### src/rtl/altivec_apu_issue_if.sv
// Issue/completion channel between the AltiVec APU front end and the vector unit.
// Bit vectors use big-endian [0:N] numbering to match the PowerPC instruction fields.
interface altivec_apu_issue_if;
    logic        vu_issue_valid;
    logic        vu_issue_ready;
    logic [0:31] vu_issue_ins;
    logic [0:31] vu_issue_ra;
    logic [0:31] vu_issue_rb;
    logic        vu_done;
    logic [0:3]  vu_cr6;

    // Front end side: drives the issue request and receives completion.
    modport master (
        output vu_issue_valid,
        output vu_issue_ins,
        output vu_issue_ra,
        output vu_issue_rb,
        input  vu_issue_ready,
        input  vu_done,
        input  vu_cr6
    );

    // Vector unit side.
    modport slave (
        input  vu_issue_valid,
        input  vu_issue_ins,
        input  vu_issue_ra,
        input  vu_issue_rb,
        output vu_issue_ready,
        output vu_done,
        output vu_cr6
    );
endinterface

### src/rtl/altivec_apu_issue.sv
// AltiVec front end downstream of the p405 APU shell: decodes the DCD instruction,
// tracks the accepted op through EXE, captures GPR operands, issues it to the vector
// unit and, for record-form compares, waits for completion and holds CR6.
module altivec_apu_issue #(
    parameter int TO_W = 8
) (
    input  logic        clk,
    input  logic        rst_b,
    input  logic [0:31] APU_AltiVec_Ins,
    input  logic        APU_AltiVec_DcdHold,
    input  logic [0:31] APU_AltiVec_RaData,
    input  logic [0:31] APU_AltiVec_RbData,
    input  logic        APU_AltiVec_ExeFlush,
    output logic        AltiVec_APU_ValidOp,
    output logic        AltiVec_APU_RaEn,
    output logic        AltiVec_APU_RbEn,
    output logic        AltiVec_APU_CR6En,
    output logic        AltiVec_APU_ExeBusy,
    output logic [0:3]  AltiVec_APU_CRData,
    altivec_apu_issue_if.master vu,
    output logic        vu_timeout
);

    typedef enum logic [1:0] {
        S_IDLE  = 2'd0,
        S_EXE   = 2'd1,
        S_ISSUE = 2'd2,
        S_WAIT  = 2'd3
    } state_t;

    // WAIT lasts at most CNT_MAX cycles before the watchdog gives up.
    localparam logic [TO_W-1:0] CNT_MAX = '1;

    state_t            state_q, state_d;
    logic [0:31]       ins_q, ins_d;
    logic [0:31]       ra_q, ra_d;
    logic [0:31]       rb_q, rb_d;
    logic              cmp_q, cmp_d;
    logic [0:3]        cr_q, cr_d;
    logic              to_q, to_d;
    logic [TO_W-1:0]   cnt_q, cnt_d;
    logic [TO_W-1:0]   cnt_nxt;

    logic              op4;
    logic              dec_cmp;
    logic              dec_gpr;

    // Raw decode of the DCD instruction: primary opcode 4, vcmp* with Rc=1, GPR-to-vector move.
    always_comb begin
        op4     = (APU_AltiVec_Ins[0:5] == 6'd4);
        dec_cmp = op4 & APU_AltiVec_Ins[21] & (APU_AltiVec_Ins[26:31] == 6'b000110);
        dec_gpr = op4 & (APU_AltiVec_Ins[21:31] == 11'h7FE);
    end

    // Decode outputs to the shell are forced low while reset is asserted.
    always_comb begin
        AltiVec_APU_ValidOp = rst_b & op4;
        AltiVec_APU_CR6En   = rst_b & dec_cmp;
        AltiVec_APU_RaEn    = rst_b & dec_gpr;
        AltiVec_APU_RbEn    = rst_b & dec_gpr;
    end

    // Next-state and datapath update for the accept/EXE/issue/wait sequence.
    always_comb begin
        state_d = state_q;
        ins_d   = ins_q;
        ra_d    = ra_q;
        rb_d    = rb_q;
        cmp_d   = cmp_q;
        cr_d    = cr_q;
        to_d    = to_q;
        cnt_d   = cnt_q;
        cnt_nxt = cnt_q + 1'b1;
        case (state_q)
            S_IDLE: begin
                // Only IDLE accepts; elsewhere the core is held off by ExeBusy.
                if (op4 && !APU_AltiVec_DcdHold) begin
                    ins_d   = APU_AltiVec_Ins;
                    cmp_d   = dec_cmp;
                    state_d = S_EXE;
                end
            end
            S_EXE: begin
                ra_d    = APU_AltiVec_RaData;
                rb_d    = APU_AltiVec_RbData;
                state_d = APU_AltiVec_ExeFlush ? S_IDLE : S_ISSUE;
            end
            S_ISSUE: begin
                // The op is past the flush point; only the VU handshake moves us on.
                if (vu.vu_issue_ready) begin
                    if (cmp_q) begin
                        cnt_d   = '0;
                        state_d = S_WAIT;
                    end else begin
                        state_d = S_IDLE;
                    end
                end
            end
            S_WAIT: begin
                // Completion takes priority over a watchdog expiry in the same cycle.
                if (vu.vu_done) begin
                    cr_d    = vu.vu_cr6;
                    state_d = S_IDLE;
                end else if (cnt_nxt == CNT_MAX) begin
                    cr_d    = 4'b0000;
                    to_d    = 1'b1;
                    state_d = S_IDLE;
                end else begin
                    cnt_d = cnt_nxt;
                end
            end
            default: state_d = S_IDLE;
        endcase
    end

    // State and captured operands, cleared asynchronously by rst_b.
    always_ff @(posedge clk or negedge rst_b) begin
        if (!rst_b) begin
            state_q <= S_IDLE;
            ins_q   <= '0;
            ra_q    <= '0;
            rb_q    <= '0;
            cmp_q   <= 1'b0;
            cr_q    <= 4'b0000;
            to_q    <= 1'b0;
            cnt_q   <= '0;
        end else begin
            state_q <= state_d;
            ins_q   <= ins_d;
            ra_q    <= ra_d;
            rb_q    <= rb_d;
            cmp_q   <= cmp_d;
            cr_q    <= cr_d;
            to_q    <= to_d;
            cnt_q   <= cnt_d;
        end
    end

    // Outputs derived directly from registered state so reset drops them at once.
    always_comb begin
        AltiVec_APU_ExeBusy = (state_q != S_IDLE);
        AltiVec_APU_CRData  = cr_q;
        vu.vu_issue_valid   = (state_q == S_ISSUE);
        vu.vu_issue_ins     = ins_q;
        vu.vu_issue_ra      = ra_q;
        vu.vu_issue_rb      = rb_q;
        vu_timeout          = to_q;
    end

endmodule

### src/flat_wrapper.sv
// flat-port wrapper written by rule: the top's interface ports become plain ports
module altivec_apu_issue_flat 
#(
    parameter int TO_W = 8
)
  (clk, rst_b, APU_AltiVec_Ins, APU_AltiVec_DcdHold, APU_AltiVec_RaData, APU_AltiVec_RbData, APU_AltiVec_ExeFlush, AltiVec_APU_ValidOp, AltiVec_APU_RaEn, AltiVec_APU_RbEn, AltiVec_APU_CR6En, AltiVec_APU_ExeBusy, AltiVec_APU_CRData, vu_timeout, vu_vu_issue_valid, vu_vu_issue_ins, vu_vu_issue_ra, vu_vu_issue_rb, vu_vu_issue_ready, vu_vu_done, vu_vu_cr6);
  altivec_apu_issue_if vu_i ();
  input  logic clk;
  input  logic rst_b;
  input  logic [0:31] APU_AltiVec_Ins;
  input  logic APU_AltiVec_DcdHold;
  input  logic [0:31] APU_AltiVec_RaData;
  input  logic [0:31] APU_AltiVec_RbData;
  input  logic APU_AltiVec_ExeFlush;
  output logic AltiVec_APU_ValidOp;
  output logic AltiVec_APU_RaEn;
  output logic AltiVec_APU_RbEn;
  output logic AltiVec_APU_CR6En;
  output logic AltiVec_APU_ExeBusy;
  output logic [0:3] AltiVec_APU_CRData;
  output logic vu_timeout;
  output wire logic [$bits(vu_i.vu_issue_valid)-1:0] vu_vu_issue_valid;
  output wire logic [$bits(vu_i.vu_issue_ins)-1:0] vu_vu_issue_ins;
  output wire logic [$bits(vu_i.vu_issue_ra)-1:0] vu_vu_issue_ra;
  output wire logic [$bits(vu_i.vu_issue_rb)-1:0] vu_vu_issue_rb;
  input wire logic [$bits(vu_i.vu_issue_ready)-1:0] vu_vu_issue_ready;
  input wire logic [$bits(vu_i.vu_done)-1:0] vu_vu_done;
  input wire logic [$bits(vu_i.vu_cr6)-1:0] vu_vu_cr6;
  assign vu_vu_issue_valid = vu_i.vu_issue_valid;
  assign vu_vu_issue_ins = vu_i.vu_issue_ins;
  assign vu_vu_issue_ra = vu_i.vu_issue_ra;
  assign vu_vu_issue_rb = vu_i.vu_issue_rb;
  assign vu_i.vu_issue_ready = vu_vu_issue_ready;
  assign vu_i.vu_done = vu_vu_done;
  assign vu_i.vu_cr6 = vu_vu_cr6;
  altivec_apu_issue #(.TO_W(TO_W)) u_core (.clk(clk), .rst_b(rst_b), .APU_AltiVec_Ins(APU_AltiVec_Ins), .APU_AltiVec_DcdHold(APU_AltiVec_DcdHold), .APU_AltiVec_RaData(APU_AltiVec_RaData), .APU_AltiVec_RbData(APU_AltiVec_RbData), .APU_AltiVec_ExeFlush(APU_AltiVec_ExeFlush), .AltiVec_APU_ValidOp(AltiVec_APU_ValidOp), .AltiVec_APU_RaEn(AltiVec_APU_RaEn), .AltiVec_APU_RbEn(AltiVec_APU_RbEn), .AltiVec_APU_CR6En(AltiVec_APU_CR6En), .AltiVec_APU_ExeBusy(AltiVec_APU_ExeBusy), .AltiVec_APU_CRData(AltiVec_APU_CRData), .vu(vu_i), .vu_timeout(vu_timeout));
endmodule
### config.mk
export PLATFORM = sky130hd
export DESIGN_NAME = altivec_apu_issue_flat
export DESIGN_NICKNAME = d
export VERILOG_FILES = /design/src/rtl/altivec_apu_issue_if.sv /design/src/rtl/altivec_apu_issue.sv /design/src/flat_wrapper.sv
export SDC_FILE = /design/constraint.sdc
export NUM_CORES = 1
export LEC_CHECK = 0
export CAP_MARGIN = 10
export CORE_MARGIN = 2
export CORE_UTILIZATION = 40
export DETAILED_ROUTE_END_ITERATION = 6
export PLACE_DENSITY_LB_ADDON = 0.15
export SYNTH_ARGS = -nofsm -noshare
export SYNTH_HDL_FRONTEND = slang
export SYNTH_SLANG_ARGS = --single-unit
### constraint.sdc
create_clock -name clk -period 3.8 [get_ports clk]
set_input_delay 0.76 -clock clk [delete_from_list [all_inputs] [get_ports clk]]
set_output_delay 0.76 -clock clk [all_outputs]
set_load 0.05 [all_outputs]
* Word-level counts from Yosys, hierarchy flattened *
Index checks and enable logic that the tools add are counted.

word-level totals
  bits in registers = 112
  logic and storage cells = 54
  bits of input ports = 106

cells by class
  bitwise gates (word level) = 7
  reduce and logical (&&, ||, !) cells = 11
  muxes and demuxes = 14
  eq/ne operators = 13
  add/sub/neg operators = 1

operator list
  cell                    number
  $mux W8                 4
  $pmux W8 S2             1
  $eq A6 B3 Y1 const B    2
  $mux W2                 6
  $eq A11 B11 Y1 const B  1
  $add A8 B1 Y8 const B   1
  $eq A8 B8 Y1 const B    1
  $mux W4                 2
  $pmux W2 S4             1
  $and A1 B1 Y1           6
  $ne A2 B1 Y1 const B    3
  $reduce_and A3 Y1       2
  $reduce_bool A2 Y1      3
  $reduce_and A5 Y1       1
  $eq A2 B2 Y1 const B    2
  $ne A2 B2 Y1 const B    2
  $reduce_and A2 Y1       2
  $ne A3 B2 Y1 const B    1
  $eq A2 B1 Y1 const B    1
  $logic_not A2 Y1        1
  $logic_and A1 B1 Y1     1
  $logic_not A1 Y1        1
  $not A1 Y1              1

* Depth between registers and ports, before layout *
Gate-level depths: netlist (run 1).

  depth after elaboration = 5
  gate-level depth with buffers = 7
  depth with buffers taken out = 7

* Least setup slack after synthesis (run 1) *
No wires, ideal clock.

  path kind = input-to-output
  from = in APU_AltiVec_Ins[2] (netlist bit)
  to = out AltiVec_APU_RbEn
  required time = 3,040 ps
  cell stages on the path = 5
  path buffers = 1
  arrival = 3,639 ps
  path slack = -599 ps
  cells stage by stage = or4b_4 nor3_4 nand2_1 nor4_1 buf_4

between the ends
  word-level cells in the longest chain between the ends = 3

ends and longest elaborated chain
  what           line                     source
  from (decl)    flat_wrapper.sv:10       input logic [0:31] APU_AltiVec_Ins;
  $eq A6 B3 Y1   altivec_apu_issue.sv:50  op4 = (APU_AltiVec_Ins[0:5] == 6'd4);
  $and A1 B1 Y1  altivec_apu_issue.sv:52  dec_gpr = op4 & (APU_AltiVec_Ins[21:31] == 11'h7FE);
  $and A1 B1 Y1  n/a
  to (decl)      flat_wrapper.sv:17       output logic AltiVec_APU_RbEn;

No other way between the ends.

* Final worst setup path (run 1) *
  from = in APU_AltiVec_Ins[2] (netlist bit)
  to = out AltiVec_APU_RbEn

between the ends
  word-level cells in the longest chain between the ends = 3

ends and longest elaborated chain
  what           line                     source
  $eq A6 B3 Y1   altivec_apu_issue.sv:50
  $and A1 B1 Y1  altivec_apu_issue.sv:52
  $and A1 B1 Y1  altivec_apu_issue.sv:60  AltiVec_APU_RbEn = rst_b & dec_gpr;

No other way between the ends.

==> out/qor.yml, run 1 <==
final_area_um2: 7140
setup_viol: 0
grt_overflow: 0
min_period_ps: 3470
avgViaCountPerCell: 4.94
slowest_stage: "or4b_4"
finalMaxSlewViolations: 0
cts-root-buf: "clkbuf_16"
initial_core_util: 0.415
r2r_start: "u_core.cnt_q[0]$_DFFE_PN0P_"
ant_nets: 0
synthesis.area_um2: 4560
post-cts-setup-buffers: 0
arrival_ps: 2710
num-fill-cells: 851
cts_buffer_depth: 2
fin_util: 0.650
netlist_instances: 308
ys_seq_area_frac: 0.615
crit_required_ps: 3040
netlist.top_cell.by_area: "dfrtp_1"
grt_usage: 0.194
drc: 0
crit_chain: "clkdlybuf4s50_1 -> or4b_4 -> nor3_4 -> nand2_1 -> nor4_2 -> buf_4 -> buf_12"
cap_violations: 0
finalClockSkew_ps: 4.26
rsz0062_at_grt: "false"
clk_latency_ps: 350
ctsHoldBuffers: 0
drive_gt1_frac: 0.235
r2r_slack_ps: 1750
grt_first_pass_wirelength_mm: 18.9
power_density_nw_per_um2: 502
syn_nets: 416
vias: 3299
ff2ff_path_depth: 6
grt_pass1_vias: 3584
tightest_slew_ps: 934
drt_wl_total_mm: 11.5
cts_tree: "built"
dp_cells: 652
synth.area.top_cells: "dfrtp_1 (62%), mux2_2 (17%), mux2_4 (6.9%)"
rr_endpoint: "u_core.cnt_q[3]$_DFFE_PN0P_"
syn_avg_cell_area_um2: 14.8
final_cell_mix: "clkdlybuf4s50_1 (207), dfrtp_1 (112), mux2_2 (69)"
core-area_um2: 11000
antenna_found_initial: 0
cts_buffers: 9
fin_setup_tns_ps: 0
slew_headroom: 0.377
rows: 38
critPathMaxFanout: 4
htree_levels: 3
p_leak_nw: 3.12
nets: 631
cts_sinks: 112
grt_start_max_net_pins: 75
ys_types: 37
place_area_um2: 6840
finalHoldViolations: 0
die_h_um: 111
die_area_um2: 12300
cp-end-kind: "output pin"
ys_ff_latch: 112
routedWlPerCell_um: 17.2
ios: 213
max_freq_ghz: 0.288
area_growth_pct: 56.8
gp_congestion: 0.833
io_buffers: 212
fp.dieW_um: 111
critPathMaxStageDelay_ps: 540
first_iter_violations: 106
irDropWorstVdd_mv: 0.393
startpoint_type: "input port"
yosysWarnings: 0
clk_pin_slew_ps: 70
hold_path_class: "input port to async pin"
run_status: "complete, no violations"
yosys.area.top_type_share: 0.615
dp_hpwl_mm: 8.30
first_pass_iters: 4
critPathKind: "input port to output pin"
layout_commonest_cell: "clkdlybuf4s50_1"
period_share: 0.913
n_antenna_cell: 0
final_cells: 668
ctsResizeCount: 0
## synth_stat cells
master,count
nand2_1,17
a2bb2oi_1,1
inv_1,3
nand3b_1,4
o211ai_1,1
nand4b_1,1
dfrtp_1,112
a22oi_1,4
o32a_1,1
and2_0,1
and3_1,5
o41ai_1,1
nand4_1,5
a31o_2,1
a31oi_1,1
buf_6,3
o21ai_0,8
nor4_1,2
nor2b_1,1
nor2_1,5
nor3_4,1
mux2_4,21
mux2i_1,3
xnor2_1,1
a21oi_1,2
buf_2,6
or4b_4,1
and2_1,5
nand2_4,1
nand3_1,8
clkbuf_1,2
or2_2,3
ha_1,2
o311ai_0,2
mux2_2,69
nand2b_1,3
buf_4,1
## cell families after synthesis
group	synth area share
buffers and inverters	0.0198
flip-flops	0.615
AO/OA/AOI/OAI	0.0324
multiplexers	0.246
adder cells (fa/ha/maj)	0.00549
XOR/XNOR	0.00192
AND/OR/NAND/NOR	0.0788
## metrics by stage
stage	total power, W	worst slack (ps)	hold slack [ps]
2_1_floorplan	0.00214	57.0	463
3_3_place_gp	0.00263	318	449
3_5_place_dp	0.00264	323	463
4_1_cts	0.00363	308	390
5_1_grt	0.00373	207	409
6_report	0.00358	330	377
## sequential cells by signal (all words and copies together), names as in the netlist
signal / flops
u_core.AltiVec_APU_CRData: 4
u_core.vu.vu_issue_ins: 32
u_core.state_q: 2
u_core.cmp_q: 1
u_core.vu_timeout: 1
u_core.vu.vu_issue_rb: 32
u_core.cnt_q: 8
u_core.vu.vu_issue_ra: 32
## critical path, delay by kind of cell
kind                   cells  cell delay, ps
buffers and inverters      3             720
AND/OR/NAND/NOR            4            1220
## where the power goes
group	internal [W]	switching (W)
sequential	0.00135	0.0000782
combinational	0.000474	0.000716
clock	0.000547	0.000423
## layout make-up
cell class,count,area [µm²],share of cell area
inverters,3,11.3,0.00158
flip-flops and latches,112,2800,0.392
clock inverters,5,53.8,0.00753
repair buffers,216,2180,0.305
clock buffers,11,253,0.0354
well taps,140,175,0.0245
multi-input cells,181,1670,0.234
## worst max-delay path by stage
stage                  startpoint               end
6_report       APU_AltiVec_Ins[2]  AltiVec_APU_RbEn
5_1_grt        APU_AltiVec_Ins[2]  AltiVec_APU_RbEn
3_5_place_dp   APU_AltiVec_Ins[2]  AltiVec_APU_RbEn
4_1_cts        APU_AltiVec_Ins[2]  AltiVec_APU_RbEn
3_3_place_gp   APU_AltiVec_Ins[2]  AltiVec_APU_RaEn
2_1_floorplan  APU_AltiVec_Ins[2]  AltiVec_APU_RbEn
## layer usage
metal | up-vias | track usage | share of wire
met4 | 0 | 0.0533 | 0.017
li1 | 1525 | - | -
met1 | 1630 | 0.233 | 0.40
met2 | 131 | 0.328 | 0.50
met3 | 13 | 0.0765 | 0.075
met5 | - | 0 | 0
Note: power is estimated with default switching activity, not from simulation.
==> run 2: changes to the inputs <==
Settings changed: CORE_MARGIN 2 to 5.
==> run 2 against run 1 <==
  * Global-route usage shrank 2.5 points
  * Critical path type unchanged
  * Sequential share of layout area is essentially flat
  * Worst hold slack gained 97 ps
  * Combinational power is essentially flat
  * Cell area shrank 0.12%
  * Clock power shrank 5.6%
  * Clock skew grew 5.1 ps
  * Worst setup slack lost 8.7 ps
  * Largest cell class unchanged
  * Fmax shrank 0.25%
  * Power shrank 1.5%
  * Largest power group unchanged
  * Via count grew 0.64%
==> out/qor.yml, run 2 (synthesized netlist as in run 1, its figures left out) <==
first_iter_violations: 98  # was 106
critPathMaxFanout: 4  # unchanged
rsz0062_at_grt: "false"  # unchanged
initial_core_util: 0.404  # was 0.415
routedWlPerCell_um: 17.5  # was 17.2 µm
slew_headroom: 0.434  # was 0.377
final_cells: 672  # was 668
dp_cells: 656  # was 652
r2r_start: "u_core.state_q[1]$_DFFE_PN0P_"  # was u_core.cnt_q[0]$_DFFE_PN0P_
area_growth_pct: 56.6  # was 56.8%
crit_required_ps: 3040  # about the same
ctsResizeCount: 0  # unchanged
avgViaCountPerCell: 4.94  # about the same
cts_buffer_depth: 2  # unchanged
grt_start_max_net_pins: 69  # was 75
drt_wl_total_mm: 11.7  # was 11.5 mm
nets: 632  # was 631
fp.dieW_um: 117  # was 111 µm
irDropWorstVdd_mv: 0.328  # was 0.393 mV
ios: 213  # unchanged
seq_area_um2: 2800  # unchanged
arrival_ps: 2720  # was 2710 ps
grt_pass1_vias: 3448  # was 3,584
cp-end-kind: "output pin"  # unchanged
ff2ff_path_depth: 3  # was 6
total_power_w: 0.00353  # was 0.00358 W
period_share: 0.915  # was 0.913
tightest_slew_ps: 848  # was 934 ps
startpoint_type: "input port"  # unchanged
n_antenna_cell: 0  # unchanged
cts_sinks: 112  # unchanged
io_buffers: 212  # unchanged
setup_viol: 0  # unchanged
rows: 39  # was 38
core-area_um2: 11300  # was 11,000 µm²
ctsHoldBuffers: 0  # unchanged
min-delay-start: "u_core.vu.vu_issue_ins[3]$_DFFE_PN0P_"
num-fill-cells: 886  # was 851
first_pass_iters: 4  # unchanged
clk_latency_ps: 340  # was 350 ps
final_area_um2: 7140  # about the same
critPathKind: "input port to output pin"  # unchanged
hold_depth: 1
p_leak_nw: 3.11  # was 3.12 nW
ant_nets: 0  # unchanged
r2r_slack_ps: 1760  # was 1750 ps
grt_usage: 0.170  # was 0.194
die_area_um2: 13600  # was 12,300 µm²
finalMaxSlewViolations: 0  # unchanged
power_density_nw_per_um2: 494  # was 502 nW/µm²
finalHoldViolations: 0  # unchanged
vias: 3320  # was 3,299
cts-root-buf: "clkbuf_16"  # unchanged
finalClockSkew_ps: 9.41  # was 4.26 ps
drc: 0  # unchanged
antenna_found_initial: 0  # unchanged
post-cts-setup-buffers: 0  # unchanged
clk_pin_slew_ps: 70  # about the same
htree_levels: 3  # unchanged
run_status: "complete, no violations"  # unchanged
min_period_ps: 3480  # was 3470 ps
die_h_um: 117  # was 111 µm
cap_violations: 0  # unchanged
drive_gt1_frac: 0.233  # was 0.235
dp_hpwl_mm: 8.70  # was 8.30 mm
place_area_um2: 6850  # was 6840 µm²
multi_input_area_um2: 1670  # unchanged
grt_first_pass_wirelength_mm: 17.8  # was 18.9 mm
max_freq_ghz: 0.287  # was 0.288 GHz
gp_congestion: 0.829  # was 0.833
rr_endpoint: "u_core.vu.vu_issue_ra[28]$_DFFE_PN0N_"  # was u_core.cnt_q[3]$_DFFE_PN0P_
final_cell_mix: "clkdlybuf4s50_1 (207), dfrtp_1 (112), mux2_2 (69)"  # unchanged
grt_overflow: 0  # unchanged
whs_endpoint: "u_core.vu.vu_issue_ins[3]$_DFFE_PN0P_"
hold_path_class: "flip-flop to flip-flop"  # was input port to async pin
cts_tree: "built"  # unchanged
fin_setup_tns_ps: 0  # unchanged
layout_commonest_cell: "clkdlybuf4s50_1"  # unchanged
cts_buffers: 9  # unchanged
startpoint: "APU_AltiVec_Ins[2]"  # unchanged
[run 2: per-layer routing]
layer  vias to the layer above  GRT usage  share of wire
met5                         -          0              0
met1                      1641      0.206           0.39
li1                       1538          -              -
met4                         0     0.0742          0.022
met3                        18     0.0611          0.092
met2                       123      0.272           0.50
[run 2: metrics by stage]
step | hold slack (ps) | utilization | setup WS, ps
2_1_floorplan | 463 | - | 57.0
6_report | 474 | 0.633 | 321
5_1_grt | 485 | 0.633 | 249
3_3_place_gp | 451 | 0.608 | 347
3_5_place_dp | 457 | 0.608 | 319
4_1_cts | 477 | 0.633 | 303
[run 2: layout make-up]
cell class / instances / area share
inverter: 3 / 0.00158
timing repair buffer: 217 / 0.306
tap: 143 / 0.0251
multi-input combinational: 181 / 0.234
clock inverter: 2 / 0.00175
sequential: 112 / 0.393
clock buffer: 14 / 0.0384
[run 2: how the worst max path moves through the flow]
stage                             endpoint  slack (ps)  cells past startpoint
final                     AltiVec_APU_RaEn         320                      7
after global routing      AltiVec_APU_RaEn         250                      7
after CTS                 AltiVec_APU_RaEn         300                      7
after detailed placement  AltiVec_APU_RaEn         320                      7
after global placement    AltiVec_APU_RaEn         350                      7
after floorplan           AltiVec_APU_RbEn          60                      5
[run 2: power breakdown]
group | total [W] | switching, W | internal, W
registers | 0.00142 | 0.0000744 | 0.00135
logic | 0.00119 | 0.000718 | 0.000475
clock network | 0.000916 | 0.000417 | 0.000499
total | 0.00353 | 0.00121 | 0.00232
[run 2: worst max-delay path, stage by stage]
cell,delay [ps]
clkdlybuf4s50_1,400
or4b_4,540
nor3_4,230
nand2_1,130
nor4_2,340
buf_4,180
buf_12,130
==> run 3: changes to the inputs <==
--- a/config.mk
+++ b/config.mk
@@ -11,2 +11,3 @@
 export DETAILED_ROUTE_END_ITERATION = 6
+export HOLD_SLACK_MARGIN = 0.15
 export PLACE_DENSITY_LB_ADDON = 0.15
==> constraint.sdc (replaced) <==
create_clock -name clk -period 3.8 [get_ports clk]
set_input_delay 0.38 -clock clk [delete_from_list [all_inputs] [get_ports clk]]
set_output_delay 0.38 -clock clk [all_outputs]
set_load 0.05 [all_outputs]
==> run 3 against run 2 <==
  * Via count decreased by 0.51%
  * Critical path type unchanged
  * Critical endpoint is now AltiVec_APU_RbEn
  * Non-clock buffer count shrank 1
  * Flip-flop and latch count is the same
  * Combinational power hardly changed
  * First-iteration DRC count grew 77%
  * Utilization shrank 0.24 points
  * Final cell count is 0.15% lower
  * Global-route usage up 0.49 points
  * Largest cell class unchanged
  * Register-to-register slack about the same
==> out/qor.yml, run 3 (synthesized netlist as in run 1, its figures left out) <==
cts_sinks: 112  # unchanged
vias: 3303  # was 3,320
clk_pin_slew_ps: 70  # about the same
tightest_slew_ps: 905  # was 848 ps
final_area_um2: 7110  # was 7140 µm²
cts_tree: "built"  # unchanged
power_density_nw_per_um2: 503  # was 494 nW/µm²
max_freq_ghz: 0.297  # was 0.287 GHz
finalMaxSlewViolations: 0  # unchanged
whs_ps: 252  # was 474 ps
die_h_um: 117  # unchanged
cts_buffers: 9  # unchanged
fin_setup_tns_ps: 0  # unchanged
ctsHoldBuffers: 0  # unchanged
die_area_um2: 13600  # unchanged
grt_start_max_net_pins: 71  # was 69
period_share: 0.887  # was 0.915
rsz0062_at_grt: "false"  # unchanged
min_period_ps: 3370  # was 3480 ps
final_cell_mix: "clkdlybuf4s50_1 (211), dfrtp_1 (112), mux2_2 (69)"  # was clkdlybuf4s50_1 (207), dfrtp_1 (112), mux2_2 (69)
cts_buffer_depth: 2  # unchanged
critPathKind: "input port to output pin"  # unchanged
grt_use_met3: 0.0886  # was 0.0611
nets: 631  # was 632
first_iter_violations: 173  # was 98
use_met1: 0.198  # was 0.206
hold_path_class: "input port to async pin"  # was flip-flop to flip-flop
run_status: "complete, no violations"  # unchanged
clk_latency_ps: 350  # was 340 ps
rows: 39  # unchanged
dp_cells: 655  # was 656
post-cts-setup-buffers: 0  # unchanged
grt_pass1_vias: 3527  # was 3,448
final_cells: 671  # was 672
ctsResizeCount: 0  # unchanged
crit_required_ps: 3420  # was 3040 ps
first_pass_iters: 5  # was 4
slew_headroom: 0.396  # was 0.434
ant_nets: 0  # unchanged
irDropWorstVdd_mv: 0.399  # was 0.328 mV
startpoint_type: "input port"  # unchanged
drive_gt1_frac: 0.222  # was 0.233
antenna_found_initial: 0  # unchanged
routedWlPerCell_um: 17.7  # was 17.5 µm
fp.dieW_um: 117  # unchanged
drc: 0  # unchanged
avgViaCountPerCell: 4.92  # was 4.94
finalHoldViolations: 0  # unchanged
grt_overflow: 0  # unchanged
io_buffers: 212  # unchanged
layout_commonest_cell: "clkdlybuf4s50_1"  # unchanged
p_leak_nw: 3.10  # was 3.11 nW
setup_viol: 0  # unchanged
ios: 213  # unchanged
dp_hpwl_mm: 8.77  # was 8.70 mm
initial_core_util: 0.404  # unchanged
cts-root-buf: "clkbuf_16"  # unchanged
cp-end-kind: "output pin"  # unchanged
gr-usage-met2: 0.291  # was 0.272
finalClockSkew_ps: 5.77  # was 9.41 ps
core-area_um2: 11300  # unchanged
htree_levels: 3  # unchanged
arrival_ps: 2990  # was 2720 ps
drt_wl_total_mm: 11.9  # was 11.7 mm
gp_congestion: 0.786  # was 0.829
critPathMaxFanout: 4  # unchanged
grt_usage: 0.174  # was 0.170
area_growth_pct: 56.0  # was 56.6%
cap_violations: 0  # unchanged
place_area_um2: 6810  # was 6850 µm²
grt-busiest-layer: "met2"  # unchanged
n_antenna_cell: 0  # unchanged
grt_first_pass_wirelength_mm: 18.1  # was 17.8 mm
==> run 3: changes by cell type in the layout (fill, tap and decap cells not counted), sizes merged <==
cell / change
buf: -5
bufinv: +1
clkbuf: -1
clkdlybuf4s50: +4
clkinv: +1
clkinvlp: -1
==> run 3: worst paths after layout <==
check	slack [ps]	cells past startpoint	start	end
min in group clk	470	1	u_core.vu.vu_issue_ins[3]$_DFFE_PN0P_	u_core.vu.vu_issue_ins[3]$_DFFE_PN0P_
max reg2reg	1750	6	u_core.cnt_q[0]$_DFFE_PN0P_	u_core.cnt_q[3]$_DFFE_PN0P_
min	250	2	rst_b	u_core.vu.vu_issue_ins[18]$_DFFE_PN0P_
max	430	6	APU_AltiVec_Ins[2]	AltiVec_APU_RbEn
max in group asynchronous	2390	3	rst_b	u_core.vu.vu_issue_ra[11]$_DFFE_PN0N_
min reg2reg	470	1	u_core.vu.vu_issue_ins[3]$_DFFE_PN0P_	u_core.vu.vu_issue_ins[3]$_DFFE_PN0P_
==> run 3: report_power, final <==
part / switching (W) / leakage [nW] / total [W] / internal [W]
registers: 0.0000750 / 1.37 / 0.00142 / 0.00135
logic: 0.000721 / 1.58 / 0.00120 / 0.000474
clock network: 0.000413 / 0.150 / 0.000959 / 0.000546
==> run 3: worst max-delay path: stages <==
cell and delay, ps:
clkdlybuf4s50_1 410, or4b_4 550, nor3_4 220, nand2_1 100
nor4_1 430, clkdlybuf4s50_1 900
==> run 3: area by class of cell <==
class | instances | area, µm²
clock buffer | 13 | 260
clock inverter | 3 | 40.0
fill | 878 | 4160
inverter | 3 | 11.3
multi-input combinational | 181 | 1670
sequential | 112 | 2800
tap | 143 | 179
timing repair buffer | 216 | 2150
==> run 3: stage by stage <==
stage | worst slack [ps] | total power, W | util
after floorplan | 161 | 0.00214 | -
after global placement | 581 | 0.00263 | 0.604
after detailed placement | 408 | 0.00265 | 0.604
after CTS | 408 | 0.00362 | 0.631
after global routing | 276 | 0.00373 | 0.631
final | 430 | 0.00357 | 0.631
==> run 3: metal layers <==
layer | vias to the layer above | wire length [µm]
met5 | - | 0
li1 | 1524 | -
met1 | 1632 | 4480
met2 | 132 | 5980
met4 | 0 | 178
met3 | 15 | 1260
